### config.mk
export PLATFORM = sky130hd
export DESIGN_NAME = mem_arbiter
export DESIGN_NICKNAME = d
export VERILOG_FILES = /design/src/rtl/mem_arb_pkg.sv /design/src/rtl/mem_arbiter_rr_pick2.sv /design/src/rtl/mem_arbiter.sv
export SDC_FILE = /design/constraint.sdc
export NUM_CORES = 1
export LEC_CHECK = 0
export CORE_UTILIZATION = 24
export DETAILED_ROUTE_END_ITERATION = 8
export GPL_ROUTABILITY_DRIVEN = 0
export PLACE_DENSITY_LB_ADDON = 0.3
export SYNTH_ARGS = -nofsm -noshare
export SYNTH_HDL_FRONTEND = slang
export SYNTH_HIERARCHICAL = 1
export SYNTH_SLANG_ARGS = --single-unit
export TNS_END_PERCENT = 50
### constraint.sdc
create_clock -name clk -period 2.15 [get_ports clk]
set_input_delay 0.43 -clock clk [delete_from_list [all_inputs] [get_ports clk]]
set_output_delay 0.43 -clock clk [all_outputs]
set_load 0.03 [all_outputs]
### src/rtl/mem_arb_pkg.sv
// Shared types for the main-memory arbiter: FSM encoding and port indices.
package mem_arb_pkg;

    typedef enum logic [1:0] {
        ARB_IDLE = 2'd0,
        ARB_OWN0 = 2'd1,
        ARB_OWN1 = 2'd2
    } arb_state_e;

    localparam int unsigned PORT_CORE = 0;
    localparam int unsigned PORT_DMA  = 1;

endpackage

### src/rtl/mem_arbiter_rr_pick2.sv
// Two-way round-robin picker: on a tie, the port that was not served last wins.
module rr_pick2 (
    input  logic [1:0] req_i,
    input  logic       last_i,
    output logic [1:0] gnt_o
);

    always_comb begin
        gnt_o = 2'b00;
        if (req_i[0] && (!req_i[1] || last_i)) begin
            gnt_o[0] = 1'b1;
        end else if (req_i[1]) begin
            gnt_o[1] = 1'b1;
        end
    end

endmodule

### src/rtl/mem_arbiter.sv
// Arbitrates the single-port main memory between the core (port 0) and the
// loader/debug DMA (port 1), with bounded locking and read-return routing.
module mem_arbiter
    import mem_arb_pkg::*;
#(
    parameter int ADDR_W   = 16,
    parameter int DATA_W   = 16,
    parameter int LOCK_MAX = 8
) (
    input  logic              clk,
    input  logic              reset,
    input  logic              req0,
    input  logic              we0,
    input  logic              lock0,
    input  logic [ADDR_W-1:0] adr0,
    input  logic [DATA_W-1:0] wdat0,
    output logic              gnt0,
    output logic              rvalid0,
    output logic [DATA_W-1:0] rdat0,
    input  logic              req1,
    input  logic              we1,
    input  logic              lock1,
    input  logic [ADDR_W-1:0] adr1,
    input  logic [DATA_W-1:0] wdat1,
    output logic              gnt1,
    output logic              rvalid1,
    output logic [DATA_W-1:0] rdat1,
    output logic              lock_err,
    output logic              mem_en,
    output logic              mem_we,
    output logic [ADDR_W-1:0] mem_adr,
    output logic [DATA_W-1:0] mem_wdat,
    input  logic [DATA_W-1:0] mem_rdat
);

    localparam int CNT_W = (LOCK_MAX > 2) ? $clog2(LOCK_MAX) : 1;
    localparam logic [CNT_W-1:0] CNT_LAST = CNT_W'(LOCK_MAX - 1);

    arb_state_e       state_q, state_d;
    logic             last_q, last_d;
    logic [CNT_W-1:0] lock_cnt_q, lock_cnt_d;
    logic [1:0]       block_q, block_d;
    logic [1:0]       rvalid_q, rvalid_d;
    logic             lock_err_q, lock_err_d;
    logic [1:0]       rr_gnt;
    logic [1:0]       gnt;

    rr_pick2 u_pick (
        .req_i  ({req1, req0}),
        .last_i (last_q),
        .gnt_o  (rr_gnt)
    );

    always_ff @(posedge clk or posedge reset) begin
        if (reset) begin
            state_q <= ARB_IDLE;
        end else begin
            state_q <= state_d;
        end
    end

    // A timeout that coincides with the owner dropping its lock is a plain release.
    always_comb begin
        state_d    = state_q;
        lock_err_d = 1'b0;
        case (state_q)
            ARB_IDLE: begin
                if (gnt[PORT_CORE] && lock0 && !block_q[PORT_CORE]) begin
                    state_d = ARB_OWN0;
                end else if (gnt[PORT_DMA] && lock1 && !block_q[PORT_DMA]) begin
                    state_d = ARB_OWN1;
                end
            end
            ARB_OWN0: begin
                if (!lock0) begin
                    state_d = ARB_IDLE;
                end else if (lock_cnt_q == CNT_LAST) begin
                    state_d    = ARB_IDLE;
                    lock_err_d = 1'b1;
                end
            end
            ARB_OWN1: begin
                if (!lock1) begin
                    state_d = ARB_IDLE;
                end else if (lock_cnt_q == CNT_LAST) begin
                    state_d    = ARB_IDLE;
                    lock_err_d = 1'b1;
                end
            end
            default: state_d = ARB_IDLE;
        endcase
    end

    always_comb begin
        gnt = 2'b00;
        if (!reset) begin
            case (state_q)
                ARB_IDLE: gnt = rr_gnt;
                ARB_OWN0: gnt[PORT_CORE] = req0;
                ARB_OWN1: gnt[PORT_DMA]  = req1;
                default:  gnt = 2'b00;
            endcase
        end
    end

    // A timed-out port stays unable to relock until it lets go of its lock line.
    always_comb begin
        last_d = last_q;
        if (gnt[PORT_CORE]) begin
            last_d = 1'b0;
        end else if (gnt[PORT_DMA]) begin
            last_d = 1'b1;
        end
        lock_cnt_d = '0;
        if (state_q != ARB_IDLE && state_d == state_q) begin
            lock_cnt_d = lock_cnt_q + CNT_W'(1);
        end
        block_d[PORT_CORE] = lock0 &
            (block_q[PORT_CORE] | (lock_err_d & (state_q == ARB_OWN0)));
        block_d[PORT_DMA]  = lock1 &
            (block_q[PORT_DMA]  | (lock_err_d & (state_q == ARB_OWN1)));
        rvalid_d = {gnt[PORT_DMA] & ~we1, gnt[PORT_CORE] & ~we0};
    end

    always_ff @(posedge clk or posedge reset) begin
        if (reset) begin
            last_q     <= 1'b1;
            lock_cnt_q <= '0;
            block_q    <= 2'b00;
            rvalid_q   <= 2'b00;
            lock_err_q <= 1'b0;
        end else begin
            last_q     <= last_d;
            lock_cnt_q <= lock_cnt_d;
            block_q    <= block_d;
            rvalid_q   <= rvalid_d;
            lock_err_q <= lock_err_d;
        end
    end

    assign gnt0     = gnt[PORT_CORE];
    assign gnt1     = gnt[PORT_DMA];
    assign mem_en   = |gnt;
    assign mem_we   = gnt[PORT_DMA] ? we1 : (gnt[PORT_CORE] ? we0 : 1'b0);
    assign mem_adr  = gnt[PORT_DMA] ? adr1  : adr0;
    assign mem_wdat = gnt[PORT_DMA] ? wdat1 : wdat0;
    assign rvalid0  = rvalid_q[PORT_CORE];
    assign rvalid1  = rvalid_q[PORT_DMA];
    assign rdat0    = mem_rdat;
    assign rdat1    = mem_rdat;
    assign lock_err = lock_err_q;

endmodule

==> flow_metrics.env <==
export IMPL_status="complete, but fails checks"
export IMPL_violations="negative setup slack"
export IMPL_r2r_setup_slack_ps=-270
export IMPL_synth_avg_cell_area_um2=9.98
export IMPL_p_leak_uw=0.00121
export IMPL_critPathArrivalTime_ps=2050
export IMPL_core_area_um2=5200
export IMPL_cts_sinks=11
export IMPL_hold_viol_final=0
export IMPL_dp_final_hpwl_mm=3.58
export IMPL_fp_row_count=26
export IMPL_synth_cell_type_count=33
export IMPL_syn_inst=133
export IMPL_finalWorstSetupSlack_ps=-334
export IMPL_min_to="lock_cnt_q[0]$_DFF_PP0_"
export IMPL_power_uw=2110
export IMPL_ys_ff_latch=11
export IMPL_clk_path_buf_depth=2
export IMPL_grt_use_total_pct=15.4
export IMPL_whs_path_depth=1
export IMPL_fp_dieW_um=76.4
export IMPL_diodes=0
export IMPL_synth_nets=228
export IMPL_die_h_um=76.4
export IMPL_port_buffers=110
export IMPL_clock_skew_ps=3.19
export IMPL_final_common_cell="clkdlybuf4s50_1"
export IMPL_io_pins=159
export IMPL_wl_mm=4.67
export IMPL_drc_errors=0
export IMPL_fin_crit_ps=2480
export IMPL_drv_cap=0
export IMPL_pre_cts_slack_ps=-981
export IMPL_crit_fanout=10
export IMPL_peakVddDrop_v=0.000459
export IMPL_wl_per_cell_um=14.6
export IMPL_final_layout_size_suffix_gt1_share_pct=49.4
export IMPL_setup_viol=37
export IMPL_htree_levels=1
export IMPL_hp_start="lock_cnt_q[0]$_DFF_PP0_"
export IMPL_path_class="reg -> out"
export IMPL_timing_fmax_mhz=403
export IMPL_synthTopCellsByArea="mux2_2 27%, dfrtp_1 19%, buf_4 18%"
export IMPL_die_area_um2=5830
export IMPL_numCtsBuffers=3
export IMPL_r2r_start="state_q[1]$_DFF_PP0_"
export IMPL_grt_overflow_total=0
export IMPL_worst_slew_pin_slew_ps=329
export IMPL_dpl_cell_area_um2=2420
export IMPL_final_area_um2=2740
export IMPL_hold_buffers=0
export IMPL_antenna_left=0
export IMPL_ys_seq_area_share_pct=20.8
export IMPL_hold_class="reg -> reg"
export IMPL_drt_iter0_drc=17
export IMPL_synth_area_um2=1330
export IMPL_vias_per_cell=4.32
export IMPL_start_util_pct=25.5
export IMPL_final_cells=319
export IMPL_placed_cells=299
export IMPL_end_kind="output port"
export IMPL_yosysTopAreaCell="mux2_2"
export IMPL_slew_viol_final=0
export IMPL_relSlewSlack_pct=78.0
export IMPL_period_share_pct=116
export IMPL_syn_to_final_growth_pct=106
export IMPL_grt_pass1_wl_mm=7.09
export IMPL_first_pass_iters=4
export IMPL_rsz0062_at_grt="true"
export IMPL_grt_pass1_vias=1414
export IMPL_r2r_end="state_q[0]$_DFF_PP0_"
export IMPL_fin_nets=345
export IMPL_routed_via_count=1379
export IMPL_yosysTopAreaCellShare_pct=27.1
export IMPL_fin_util_pct=52.6
export IMPL_worstPathRequired_ps=1720
export IMPL_power_density_nw_per_um2=773
export IMPL_clkTransAtPathRegs_ps=50
export IMPL_most_common_layout_cells="71 x clkdlybuf4s50_1, 32 x buf_4, 20 x mux2_2, 20 x buf_6, 12 x mux2_4"
export IMPL_reg2regPathDepth=14
export IMPL_ys_warn_count=6
export IMPL_clock_latency_ps=240
export IMPL_grt_max_degree=22
export IMPL_cp_start_kind="flip-flop"
export IMPL_antenna_found_initial=0
export IMPL_cts_root_buffer="clkbuf_8"
export IMPL_cts_tree="yes"
[worst max-delay path by stage]
| stage | start | endpoint | slack [ps] | cells past startpoint |
|---|---|---|---|---|
| after floorplan | state_q[0]$_DFF_PP0_ | mem_wdat[11] | -60 | 6 |
| after global placement | req1 | mem_wdat[0] | -950 | 7 |
| after detailed placement | req1 | mem_wdat[14] | -980 | 7 |
| after CTS | state_q[0]$_DFF_PP0_ | mem_wdat[0] | -310 | 7 |
| after global routing | state_q[0]$_DFF_PP0_ | mem_adr[9] | -420 | 7 |
| final | state_q[1]$_DFF_PP0_ | mem_adr[9] | -330 | 7 |
[logic make-up after synthesis]
group                    count (synthesis)  synth area share [%]
multiplexers                            34                  28.7
AO/OA/AOI/OAI                           18                  11.1
adder cells (fa/ha/maj)                  7                  6.60
AND/OR/NAND/NOR                         22                  10.5
flip-flops                              11                  20.8
buffers and inverters                   41                  22.3
[sequential cells by signal, indices dropped and copies added, names as in the netlist]
signal and cells:
rvalid_q 2, state_q 2, lock_cnt_q 3, last_q 1, block_q 2, lock_err 1
[Yosys cell counts (all sizes together)]
cell     count
a211o        1
a21boi       2
a21oi        1
a22o         1
a22oi        2
a31oi        1
and2         2
and3         1
buf         35
dfrtp       10
dfstp        1
ha           7
inv          6
mux2        32
mux2i        2
nand2        2
nand2b       3
nand3        1
nand4b       1
nand4bb      1
nor2         3
nor2b        2
nor3         1
nor3b        3
o211a        2
o211ai       2
o21a         3
o21ai        2
o22ai        1
or3b         2
[power breakdown]
group / total [uW] / internal (uW) / leakage [uW] / switching [uW]
clock network: 208 / 130 / 0.0000228 / 77.8
registers: 280 / 255 / 0.000147 / 25.3
logic: 1630 / 882 / 0.00104 / 744
total: 2110 / 1270 / 0.00121 / 848
[through the flow]
stage               hold WS, ps  setup TNS, ps
floorplan                   296           -701
global placement            433         -28270
detailed placement          435         -28820
CTS                         441          -8960
global route                444         -12270
finish                      436          -9000
[layer usage]
metal	routed length, um	vias to the layer above	GRT usage (%)
met5	0	-	0
li1	-	670	-
met2	2330	60	27.1
met1	1920	630	18.1
met4	93	0	4.62
met3	336	19	3.83
[layout make-up]
class	instances	area (um2)
Timing Repair Buffer	147	1420
Fill cell	483	2470
Tap cell	70	87.6
Sequential cell	11	277
Multi-Input combinational cell	81	883
Clock buffer	4	45.0
Inverter	6	25.0
[worst max-delay path, cell delays in order, from the launching register on]
cell	delay [ps]
dfrtp_1	390
inv_2	120
ha_4	170
nand4b_1	160
o21ai_4	150
clkbuf_16	210
mux2_2	330
clkdlybuf4s15_2	280
[timing repair]
item,in CTS,in global routing
cloned,0,1
buffers inserted,12,3
pin swaps,4,1
endpoints found under the setup margin,36,38
resized for setup,113,29
No activity file was read; power rests on OpenSTA's default activity.
